### src/rtl/tx_burst_ctrl.sv
// Burst sequencer in front of TX_path_top: preamble, then byte payload split into
// 2-bit {I,Q} symbols MSB pair first, then a guard gap before the next start.
module tx_burst_ctrl #(
    parameter int PREAMBLE_SYMS = 32,
    parameter int GAP_CYCLES    = 16,
    parameter int LEN_WIDTH     = 16
) (
    input  logic                 clk,
    input  logic                 rst,
    input  logic                 start,
    input  logic [LEN_WIDTH-1:0] cfg_len,
    output logic                 busy,
    output logic                 done,
    output logic                 underrun,
    input  logic                 in_valid,
    input  logic [7:0]           in_data,
    output logic                 in_ready,
    output logic                 out_valid,
    output logic [1:0]           out_data,
    input  logic                 out_ready
);

    localparam int PW = $clog2(PREAMBLE_SYMS + 1);
    localparam int GW = $clog2(GAP_CYCLES + 1);

    typedef enum logic [1:0] {S_IDLE, S_PRE, S_PAY, S_GAP} state_t;

    state_t               state_q, state_d;
    logic [PW-1:0]        pre_cnt_q, pre_cnt_d;
    logic [GW-1:0]        gap_cnt_q, gap_cnt_d;
    logic [LEN_WIDTH-1:0] bytes_left_q, bytes_left_d;
    logic [7:0]           buf_q, buf_d;
    logic                 buf_full_q, buf_full_d;
    logic [7:0]           sh_q, sh_d;
    logic                 sh_full_q, sh_full_d;
    logic [1:0]           sym_idx_q, sym_idx_d;
    logic                 in_ready_q, in_ready_d;
    logic                 underrun_q, underrun_d;
    logic                 done_q, done_d;

    logic start_acc, start_zero, in_xfer, sh_drain, pay_done, pre_last, gap_last;

    assign start_acc  = (state_q == S_IDLE) && start && (cfg_len != '0);
    assign start_zero = (state_q == S_IDLE) && start && (cfg_len == '0);
    assign in_xfer    = in_valid && in_ready_q;
    assign pre_last   = (pre_cnt_q == PW'(PREAMBLE_SYMS - 1));
    assign gap_last   = (gap_cnt_q == GW'(GAP_CYCLES - 1));
    assign sh_drain   = (state_q == S_PAY) && sh_full_q && out_ready && (sym_idx_q == 2'd3);
    // Nothing left upstream or in the prefetch slot: this drain ends the payload.
    assign pay_done   = sh_drain && (bytes_left_q == '0) && !buf_full_q;

    always_ff @(posedge clk) begin
        if (rst) begin
            state_q      <= S_IDLE;
            pre_cnt_q    <= '0;
            gap_cnt_q    <= '0;
            bytes_left_q <= '0;
            buf_q        <= '0;
            buf_full_q   <= 1'b0;
            sh_q         <= '0;
            sh_full_q    <= 1'b0;
            sym_idx_q    <= '0;
            in_ready_q   <= 1'b0;
            underrun_q   <= 1'b0;
            done_q       <= 1'b0;
        end else begin
            state_q      <= state_d;
            pre_cnt_q    <= pre_cnt_d;
            gap_cnt_q    <= gap_cnt_d;
            bytes_left_q <= bytes_left_d;
            buf_q        <= buf_d;
            buf_full_q   <= buf_full_d;
            sh_q         <= sh_d;
            sh_full_q    <= sh_full_d;
            sym_idx_q    <= sym_idx_d;
            in_ready_q   <= in_ready_d;
            underrun_q   <= underrun_d;
            done_q       <= done_d;
        end
    end

    always_comb begin
        state_d = state_q;
        case (state_q)
            S_IDLE:  if (start_acc) state_d = S_PRE;
            S_PRE:   if (out_ready && pre_last) state_d = S_PAY;
            S_PAY:   if (pay_done) state_d = S_GAP;
            S_GAP:   if (gap_last) state_d = S_IDLE;
            default: state_d = S_IDLE;
        endcase
    end

    always_comb begin
        pre_cnt_d    = '0;
        gap_cnt_d    = '0;
        bytes_left_d = bytes_left_q;
        buf_d        = buf_q;
        buf_full_d   = 1'b0;
        sh_d         = sh_q;
        sh_full_d    = 1'b0;
        sym_idx_d    = '0;
        underrun_d   = underrun_q;
        done_d       = start_zero || ((state_q == S_GAP) && gap_last);

        if (state_q == S_IDLE && start) begin
            underrun_d   = 1'b0;
            bytes_left_d = cfg_len;
        end
        if (state_q == S_PRE)
            pre_cnt_d = out_ready ? pre_cnt_q + PW'(1) : pre_cnt_q;
        if (state_q == S_GAP)
            gap_cnt_d = gap_cnt_q + GW'(1);

        if (state_q == S_PAY) begin
            buf_full_d = buf_full_q;
            sh_full_d  = sh_full_q;
            sym_idx_d  = sym_idx_q;
            if (in_xfer && bytes_left_q != '0)
                bytes_left_d = bytes_left_q - LEN_WIDTH'(1);
            if (sh_full_q && out_ready) begin
                sym_idx_d = sym_idx_q + 2'd1;
                if (sym_idx_q == 2'd3)
                    sh_full_d = 1'b0;
            end
            // The shifter is refilled from the prefetch slot first, else straight from the stream.
            if (!sh_full_q || sh_drain) begin
                if (buf_full_q) begin
                    sh_d       = buf_q;
                    sh_full_d  = 1'b1;
                    sym_idx_d  = '0;
                    buf_full_d = 1'b0;
                    if (in_xfer) begin
                        buf_d      = in_data;
                        buf_full_d = 1'b1;
                    end
                end else if (in_xfer) begin
                    sh_d      = in_data;
                    sh_full_d = 1'b1;
                    sym_idx_d = '0;
                end
            end else if (in_xfer) begin
                buf_d      = in_data;
                buf_full_d = 1'b1;
            end
            if (!sh_full_q && !buf_full_q && bytes_left_q != '0 && !in_xfer)
                underrun_d = 1'b1;
        end
    end

    // in_ready is a flop, so out_ready only reaches it through the D input.
    assign in_ready_d = (state_d == S_PAY) && !buf_full_d && (bytes_left_d != '0);

    always_comb begin
        busy      = (state_q != S_IDLE);
        done      = done_q;
        underrun  = underrun_q;
        in_ready  = in_ready_q;
        out_valid = 1'b0;
        out_data  = 2'b00;
        if (state_q == S_PRE) begin
            out_valid = 1'b1;
            out_data  = pre_cnt_q[0] ? 2'b00 : 2'b11;
        end else if (state_q == S_PAY && sh_full_q) begin
            out_valid = 1'b1;
            case (sym_idx_q)
                2'd0:    out_data = sh_q[7:6];
                2'd1:    out_data = sh_q[5:4];
                2'd2:    out_data = sh_q[3:2];
                default: out_data = sh_q[1:0];
            endcase
        end
    end

endmodule

### config.mk
export PLATFORM = sky130hd
export DESIGN_NAME = tx_burst_ctrl
export DESIGN_NICKNAME = d
export VERILOG_FILES = /design/src/rtl/tx_burst_ctrl.sv
export SDC_FILE = /design/constraint.sdc
export NUM_CORES = 1
export LEC_CHECK = 0
export CAP_MARGIN = 30
export CORE_MARGIN = 2
export CORE_UTILIZATION = 35
export CTS_CLUSTER_SIZE = 30
export DETAILED_ROUTE_END_ITERATION = 10
export SETUP_SLACK_MARGIN = 0.5
export SYNTH_ARGS = -nofsm -noshare
export SYNTH_HDL_FRONTEND = slang
export SYNTH_SLANG_ARGS = --single-unit
export TNS_END_PERCENT = 1
### constraint.sdc
create_clock -name clk -period 3.1 [get_ports clk]
set_clock_uncertainty 0.15 [all_clocks]
set_input_delay 0.465 -clock clk [delete_from_list [all_inputs] [get_ports clk]]
set_output_delay 0.465 -clock clk [all_outputs]
set_load 0.02 [all_outputs]
* Yosys cells after proc, flatten, opt, wreduce, memory -nomap -nowiden
Index checks and enable logic that the tools add are counted.
** Word-level totals
- Register bits after elaboration :: 52
- Latch bits :: 0
- RAM bits :: 0
- ROM bits :: 0
- Output and inout bits :: 7
- Memories kept :: 0
** Operators by class
- $add $sub $neg :: 4
- Multipliers :: 0
- Divide/modulo/power cells :: 0
- Order comparisons :: 0
- Equal/unequal tests :: 10
- Shifts and indexed selects :: 0
- Muxes and demuxes :: 36
- Bitwise gates (word level) :: 3
- Reduce and logical (&&, ||, !) cells :: 38
** Operators with widths (number)
- 16-bit 2-to-1 mux :: 3
- 16-bit nonzero test :: 3
- 8-bit 2-to-1 mux :: 5
- 16-bit zero test :: 2
- 2-bit 2-to-1 mux :: 11
- 1-bit logical AND :: 18
- 16-bit by 1-bit subtractor with 16-bit output (second input constant) :: 1
- 1-bit 2-to-1 mux :: 15
- 2-bit equality test (second input constant) :: 5
- 2-bit one-hot mux with 4 select lines :: 1
- 6-bit by 1-bit adder with 6-bit output (second input constant) :: 1
- 6-bit by 5-bit equality test with 1-bit output (second input constant) :: 1
- 2-bit one-hot mux with 3 select lines :: 1
- 2-bit OR reduction :: 3
- 5-bit by 1-bit adder with 5-bit output (second input constant) :: 1
- 5-bit by 4-bit equality test with 1-bit output (second input constant) :: 1
- 2-bit by 1-bit equality test with 1-bit output (second input constant) :: 2
- 1-bit zero test :: 4
- 2-bit zero test :: 2
- 2-bit nonzero test :: 2
- 1-bit NOT :: 3
- 3-bit AND reduction :: 1
- 2-bit by 1-bit adder with 2-bit output (second input constant) :: 1
- 1-bit logical OR :: 2
- 2 further kinds :: 2

* Logic depth before layout (Yosys ltp)
Gate-level depths: netlist of the first run.
- Depth in word-level cells :: 11
- Depth in mapped cells :: 11

* Worst setup path after synthesis of the first run
Ideal clock, no wire load.
- Kind :: register -> register
- From :: register bytes_left_q[0]
- To :: register in_ready_q (netlist: in_ready)
- Library setup time :: 0.139 ns
- Data arrival time :: 2.027 ns
- Slack :: 0.785 ns
- Cell stages (with the launch flop) :: 11
- Period minus slack after synthesis :: 2.315 ns
- Cell sequence :: dfxtp_1 > inv_1 > ha_1 > nor4b_1 > and4_1 > buf_6 > or4_1 > nand3_1 > nand2_1 > and4b_1 > a41oi_2
** Between the ends
- Longest elaborated chain between the ends :: 8
- Elaborated cells on any way between the ends :: 15
** Ends and longest elaborated chain
- start: declaration :: line 31 : logic [LEN_WIDTH-1:0] bytes_left_q, bytes_left_d;
- start signal: assignment :: line 70 : bytes_left_q <= bytes_left_d;
- parallel branches: the longest is 7 deep, another holds 16-bit by 1-bit subtractor with 16-bit output
- 1-bit logical AND * :: line 151 : assign in_ready_d = (state_d == S_PAY) && !buf_full_d && (bytes_left_d != '0);
- end signal: assignment :: line 76 : in_ready_q <= in_ready_d;
- end: declaration :: line 37 : logic in_ready_q, in_ready_d;
Mark *: on every way between the ends.
A chain may end at the register's enable or synchronous reset.

* Worst setup path in the final report of the first run
- From :: register sym_idx_q[1]
- To :: output out_data[0]
** Between the ends
- Longest elaborated chain between the ends :: 4
- Elaborated cells on any way between the ends :: 6
** Ends and longest elaborated chain
- start: declaration :: line 36 : logic [1:0] sym_idx_q, sym_idx_d;
- start signal: assignment :: line 75 : sym_idx_q <= sym_idx_d;
- 2-bit equality test, or another cell as far along :: line 165 : case (sym_idx_q)
- 2-bit one-hot mux with 3 select lines * :: line 165
- 2-bit 2-to-1 mux * :: line 163 : end else if (state_q == S_PAY && sh_full_q) begin
- 2-bit 2-to-1 mux * :: line 160 : if (state_q == S_PRE) begin
- end: declaration :: line 19 : output logic [1:0] out_data,
Every way passes the cells marked *; elsewhere a longest branch is shown, timed or not.

==> impl_metrics.py, run 1 <==
metrics = {
    "status": {
        "outcome": "complete, no violations",
    },
    "yosys": {
        "yosysTopAreaCell": "dfxtp_1",
        "ys_top_cells_by_count": "nor2_1, dfxtp_1, mux2i_1, nand2_1",
        "ys_ff_latch": 52,
        "avgSynthCellArea_sq_um": 8.59,
        "synth.net_count": 373,
        "yosysWarnings": 0,
        "synth_enable_flop_cells": 0,
        "synthTopCellsByArea": "dfxtp_1, nor2_1, mux2i_1",
        "synth.distinct_cells": 63,
        "seq_area_frac_synth": 0.363,
        "synth_cells": 334,
        "synth_top_area_frac": 0.363,
        "yosysMostFrequentCell": "nor2_1",
        "synth-main-ff-cell": "dfxtp_1",
        "postSynth.asyncResetShare": 0,
        "netlist_area_sq_um": 2870,
    },
    "clock_network": {
        "cts_tree": "yes",
        "cts-htree-levels": 2,
        "postCtsHoldBufs": 0,
        "insertion_delay_ns": 0.30,
        "cts-root-buf": "clkbuf_8",
        "clockBufferDepth": 2,
        "cts_sinks": 52,
        "clk_pin_slew_ns": 0.09,
        "cts_buffers": 5,
    },
    "placement": {
        "dp_hpwl_um": 5120,
        "place_ws_ns": 0.297,
        "port_buffers": 35,
        "place_inst": 466,
        "gp_congestion": 0.889,
    },
    "finish": {
        "antenna_cells": 0,
        "layout-drive-gt1-share": 0.111,
        "area_growth_pct": 19.5,
        "instances_no_fill": 475,
        "nNetsFinal": 408,
    },
    "setup_path": {
        "end_kind": "primary output",
        "cp-start-kind": "flop",
        "critPathMaxFanout": 5,
        "required_ns": 2.48,
        "arrival_ns": 1.95,
        "path_class": "flop to primary output",
    },
    "drt": {
        "final_antenna_net_count": 0,
        "viasPerCell": 5.41,
        "vias": 2571,
        "initialDrtViolationCount": 144,
        "dr.pass1.iters": 4,
        "drc": 0,
        "post_drt_wl_per_cell_um": 14.9,
        "drt-total-wl_um": 7060,
    },
    "sta": {
        "rsz0062_at_grt": "true",
        "final-setup-viol-count": 0,
        "min_period_over_period": 0.827,
        "setup_tns_ns": 0,
        "finalWorstSetupSlack_ns": 0.535,
        "drv_slew": 0,
        "period_needed_ns": 2.56,
        "fmax_mhz": 390,
        "hold_viol_final": 0,
        "holdWs_ns": 0.306,
        "slew_headroom": 0.558,
        "tightest_slew_ns": 0.662,
    },
    "die": {
        "die_h_um": 94.5,
        "die_area_sq_um": 8930,
        "ioPinCount": 36,
        "start_util": 0.354,
        "die_x_um": 94.5,
        "fp.coreArea_sq_um": 8090,
        "rows": 33,
    },
    "grt": {
        "grt_pass1_wl_um": 11700,
        "overflow": 0,
        "antenna_found_initial": 0,
        "grt_pass1_vias": 2446,
        "grt.total_usage": 0.164,
        "grt_max_degree": 41,
    },
    "power_and_ir_drop": {
        "power_density_nw_per_um2": 396,
        "leakage_nw": 1.30,
        "power_mw": 1.36,
        "ir_drop_mv": 0.198,
    },
    "min_path": {
        "hold_class": "flop to flop",
    },
    "job": {
        "max-cap-violations": 0,
    },
}
[cell usage in the layout, fill, tap and decap left out, drive strengths merged, types with 4 or more instances in the layout]
cell type | netlist | final
nor2 | 65 | 65
dfxtp | 52 | 52
clkdlybuf4s50 | 0 | 33
mux2i | 19 | 19
nand2 | 18 | 18
a21oi | 15 | 15
a211oi | 14 | 14
nand3 | 11 | 11
buf | 7 | 11
nor4 | 11 | 11
ha | 10 | 10
o21ai | 10 | 10
nor3 | 9 | 9
nand4 | 9 | 9
clkbuf | 10 | 9
inv | 7 | 7
and3 | 6 | 6
nand2b | 4 | 4
xor2 | 4 | 4
xnor2 | 4 | 4
o221ai | 4 | 4
or2 | 4 | 4
[cell type report]
cell class,count,area (sq um)
well taps,105,131
inverters,7,26.3
clock buffers,8,90.1
flip-flops and latches,52,1040
repair buffers,46,428
multi-input cells,257,1710
fillers,837,4670
[per-layer routing]
layer,GRT usage,part of all wire,vias up
met1,0.215,0.45,1209
met3,0.0303,0.054,10
met2,0.277,0.48,62
met4,0.0459,0.014,0
met5,0,0,-
li1,-,-,1290
[power breakdown]
part | total [mW] | internal [mW] | switching [mW]
combinational | 0.243 | 0.118 | 0.125
clock | 0.401 | 0.183 | 0.218
sequential | 0.714 | 0.684 | 0.0304
total | 1.36 | 0.985 | 0.373
[state kept, by name, indices dropped and copies added (netlist names), 2 cells and up]
name	count
sym_idx_q	2
sh_q	8
buf_q	8
state_q	2
bytes_left_q	16
gap_cnt_q	5
pre_cnt_q	6
[critical path, cell delays in order (launching register included)]
cell and delay (ns):
dfxtp_2 0.38, inv_1 0.07, ha_1 0.19, a222oi_1 0.36, nor2_1 0.07, a21oi_1 0.18, o22ai_1 0.10, clkdlybuf4s15_1 0.30
[kinds of logic after synthesis]
kind of cell | synth area share
xor gates and xnor gates | 0.0244
AOI/OAI and AO/OA | 0.162
muxes | 0.0663
adders and majority gates | 0.0436
buffers and inverters | 0.0541
DFF | 0.363
and+or+nand+nor | 0.287
[worst paths after layout]
path	startpoint	to	slack [ns]	depth (start not counted)
worst max-delay path	sym_idx_q[1]	out_data[0]	0.54	7
worst min-delay path	gap_cnt_q[0]	gap_cnt_q[0]	0.31	1
worst max register to register	bytes_left_q[1]	in_ready	0.56	10
worst min register to register	gap_cnt_q[0]	gap_cnt_q[0]	0.31	1
[timing repair]
action | in CTS | in global routing
endpoints found under the setup margin | 3 | 4
pin swaps | 1 | 3
buffers inserted | 1 | 0
gates resized for setup | 7 | 10
[per-stage QoR]
step / instance area (sq um) / util
floorplan: 2870 / -
global placement: 3300 / 0.407
detailed placement: 3300 / 0.407
CTS: 3400 / 0.420
global route: 3430 / 0.423
finish: 3430 / 0.423
Power figures use the tool's default switching activity.
==> run 2: changes to the inputs <==
- clock period: 3.1 -> 2.3 ns (I/O delays scaled with it)
==> run 2 against run 1 <==
  * Via count is 13% higher
  * Cell area is 25% higher
  * Clock-buffer cell count is 1 lower
  * Register-to-register slack worse by 0.65 ns
  * Critical path type is now flop to flop
  * Sequential share of layout area is 6.0 points lower
  * The flow now finishes with violations (negative setup slack)
  * Wire length is 17% higher
  * Non-clock buffer count is 74 higher
  * Highest routed layer unchanged
  * Die area stayed put
  * Critical path depth is 4 higher
  * Global-route usage is 1.6 points higher
  * Worst setup slack worse by 0.63 ns
  * Largest power group unchanged
==> impl_metrics.py, run 2 (synthesis gave the netlist of run 1 again) <==
metrics = {
    "status": {
        "outcome": "finished, violations left",
        "violations": "negative setup slack",
    },
    "sta": {
        "setup_tns_ns": -0.115,
        "period_needed_ns": 2.39,
        "rsz0062_at_grt": "true",
        "holdWs_ns": 0.308,
        "slew_headroom": 0.618,
        "drv_slew": 0,
        "min_period_over_period": 1.04,
        "fmax_mhz": 418,
        "hold_viol_final": 0,
        "finalWorstSetupSlack_ns": -0.0920,
        "tightest_slew_ns": 0.569,
        "final-setup-viol-count": 2,
    },
    "finish": {
        "layout_commonest_cell": "buf_4",
        "top_regs": "bytes_left_q x16, buf_q x8, sh_q x8",
        "layout_common_cells": "buf_4, nor2_1, dfxtp_1",
        "regMostFlops": "bytes_left_q",
        "fin_util": 0.531,
        "instances_no_fill": 549,
        "layout-drive-gt1-share": 0.363,
        "antenna_cells": 0,
        "area_growth_pct": 49.8,
        "fill_cells": 762,
        "nNetsFinal": 482,
        "largest_reg_flops": 16,
    },
    "clock_network": {
        "cts-root-buf": "clkbuf_8",
        "clk_pin_slew_ns": 0.09,
        "clockBufferDepth": 2,
        "cts_sinks": 52,
        "cts_tree": "yes",
        "cts_buffers": 5,
        "cts-htree-levels": 2,
        "insertion_delay_ns": 0.30,
    },
    "drt": {
        "vias": 2912,
        "final_antenna_net_count": 0,
        "initialDrtViolationCount": 148,
        "viasPerCell": 5.30,
        "drt-total-wl_um": 8250,
        "dr.pass1.iters": 5,
        "post_drt_wl_per_cell_um": 15.0,
        "drc": 0,
    },
    "min_path": {
        "hold_class": "flop to flop",
    },
    "setup_path": {
        "cp_num_buf_inv": 3,
        "end_kind": "flop",
        "path_delay_family": "simple AND/OR/NAND/NOR gates",
        "arrival_ns": 2.42,
        "crit_chain": "inv_2 -> ha_4 -> nor4b_4 -> buf_4 -> and4_4 -> buf_6 -> or4_4 -> nand3_2 -> nand2_1 -> and4b_1 -> a41oi_2",
        "required_ns": 2.33,
        "max_stage_delay_ns": 0.47,
        "path_class": "flop to flop",
        "critPathMaxFanout": 5,
        "cp-start-kind": "flop",
        "cp_slowest_cell": "or4_4",
    },
    "die": {
        "rows": 33,
        "die_area_sq_um": 8930,
        "start_util": 0.354,
        "die_x_um": 94.5,
        "die_h_um": 94.5,
        "fp.coreArea_sq_um": 8090,
        "ioPinCount": 36,
    },
    "grt": {
        "grt_pass1_wl_um": 12900,
        "overflow": 0,
        "grt_max_degree": 42,
        "grt.total_usage": 0.180,
        "antenna_found_initial": 0,
        "grt_pass1_vias": 2777,
    },
    "placement": {
        "place_inst": 536,
        "dp_hpwl_um": 5820,
        "gp_congestion": 0.958,
        "port_buffers": 35,
        "place_ws_ns": -0.308,
    },
    "power_and_ir_drop": {
        "netSwitchingPower_mw": 0.571,
        "ir_drop_mv": 0.217,
        "leakage_nw": 1.77,
        "p_int_mw": 1.59,
        "seq_power_share": 0.437,
        "power_density_nw_per_um2": 503,
        "swShare": 0.264,
        "combPwrFrac": 0.246,
        "pwr-share-clk": 0.317,
    },
    "job": {
        "max-cap-violations": 0,
    },
}
==> run 2: cell count changes in the layout (fill, tap and decap cells not counted), moves of 5 or more <==
cell	delta
a21oi_1	-6
buf_4	+63
clkdlybuf4s50_1	-6
buf_6	+10
a21oi_2	+5
==> run 2: final cells by class <==
class / count / area, sq um / area share
tap: 105 / 131 / 0.0306
clock inverter: 1 / 30.0 / 0.00699
clock buffer: 7 / 96.3 / 0.0224
timing repair buffer: 120 / 1040 / 0.243
inverter: 7 / 26.3 / 0.00612
sequential: 52 / 1050 / 0.244
multi-input combinational: 257 / 1920 / 0.447
==> run 2: power groups by stage <==
stage / logic, mW / registers [mW] / clock network (mW)
after floorplan: 0.203 / 0.965 / 0
after global placement: 0.453 / 0.960 / 0
after detailed placement: 0.451 / 0.961 / 0
after CTS: 0.493 / 0.943 / 0.705
after global routing: 0.570 / 0.947 / 0.735
final: 0.533 / 0.944 / 0.685
==> run 2: repair_timing <==
action | CTS | global route
hold buffers | 0 | 0
resized for setup | 63 | 33
setup buffers | 3 | 2
cloned | 0 | 0
endpoints found under the setup margin | 36 | 39
pin swaps | 39 | 24
==> run 2: per-stage QoR <==
stage | area (sq um) | power, mW
2_1_floorplan | 2870 | 1.17
3_3_place_gp | 3830 | 1.41
3_5_place_dp | 3830 | 1.41
4_1_cts | 4130 | 2.14
5_1_grt | 4300 | 2.25
6_report | 4300 | 2.16
==> run 2: worst paths after layout <==
kind / startpoint / endpoint / slack, ns / depth (start not counted)
setup / recovery: bytes_left_q[1] / in_ready / -0.09 / 11
hold reg to reg: gap_cnt_q[0] / gap_cnt_q[0] / 0.31 / 1
hold / removal: gap_cnt_q[0] / gap_cnt_q[0] / 0.31 / 1
setup reg to reg: bytes_left_q[1] / in_ready / -0.09 / 11
==> run 2: per-layer routing <==
metal | GRT usage | share of wire | vias up | wire length, um
li1 | - | - | 1444 | -
met1 | 0.224 | 0.44 | 1360 | 3600
met2 | 0.317 | 0.50 | 97 | 4130
met3 | 0.0295 | 0.048 | 11 | 398
met4 | 0.0580 | 0.015 | 0 | 126
met5 | 0 | 0 | - | 0
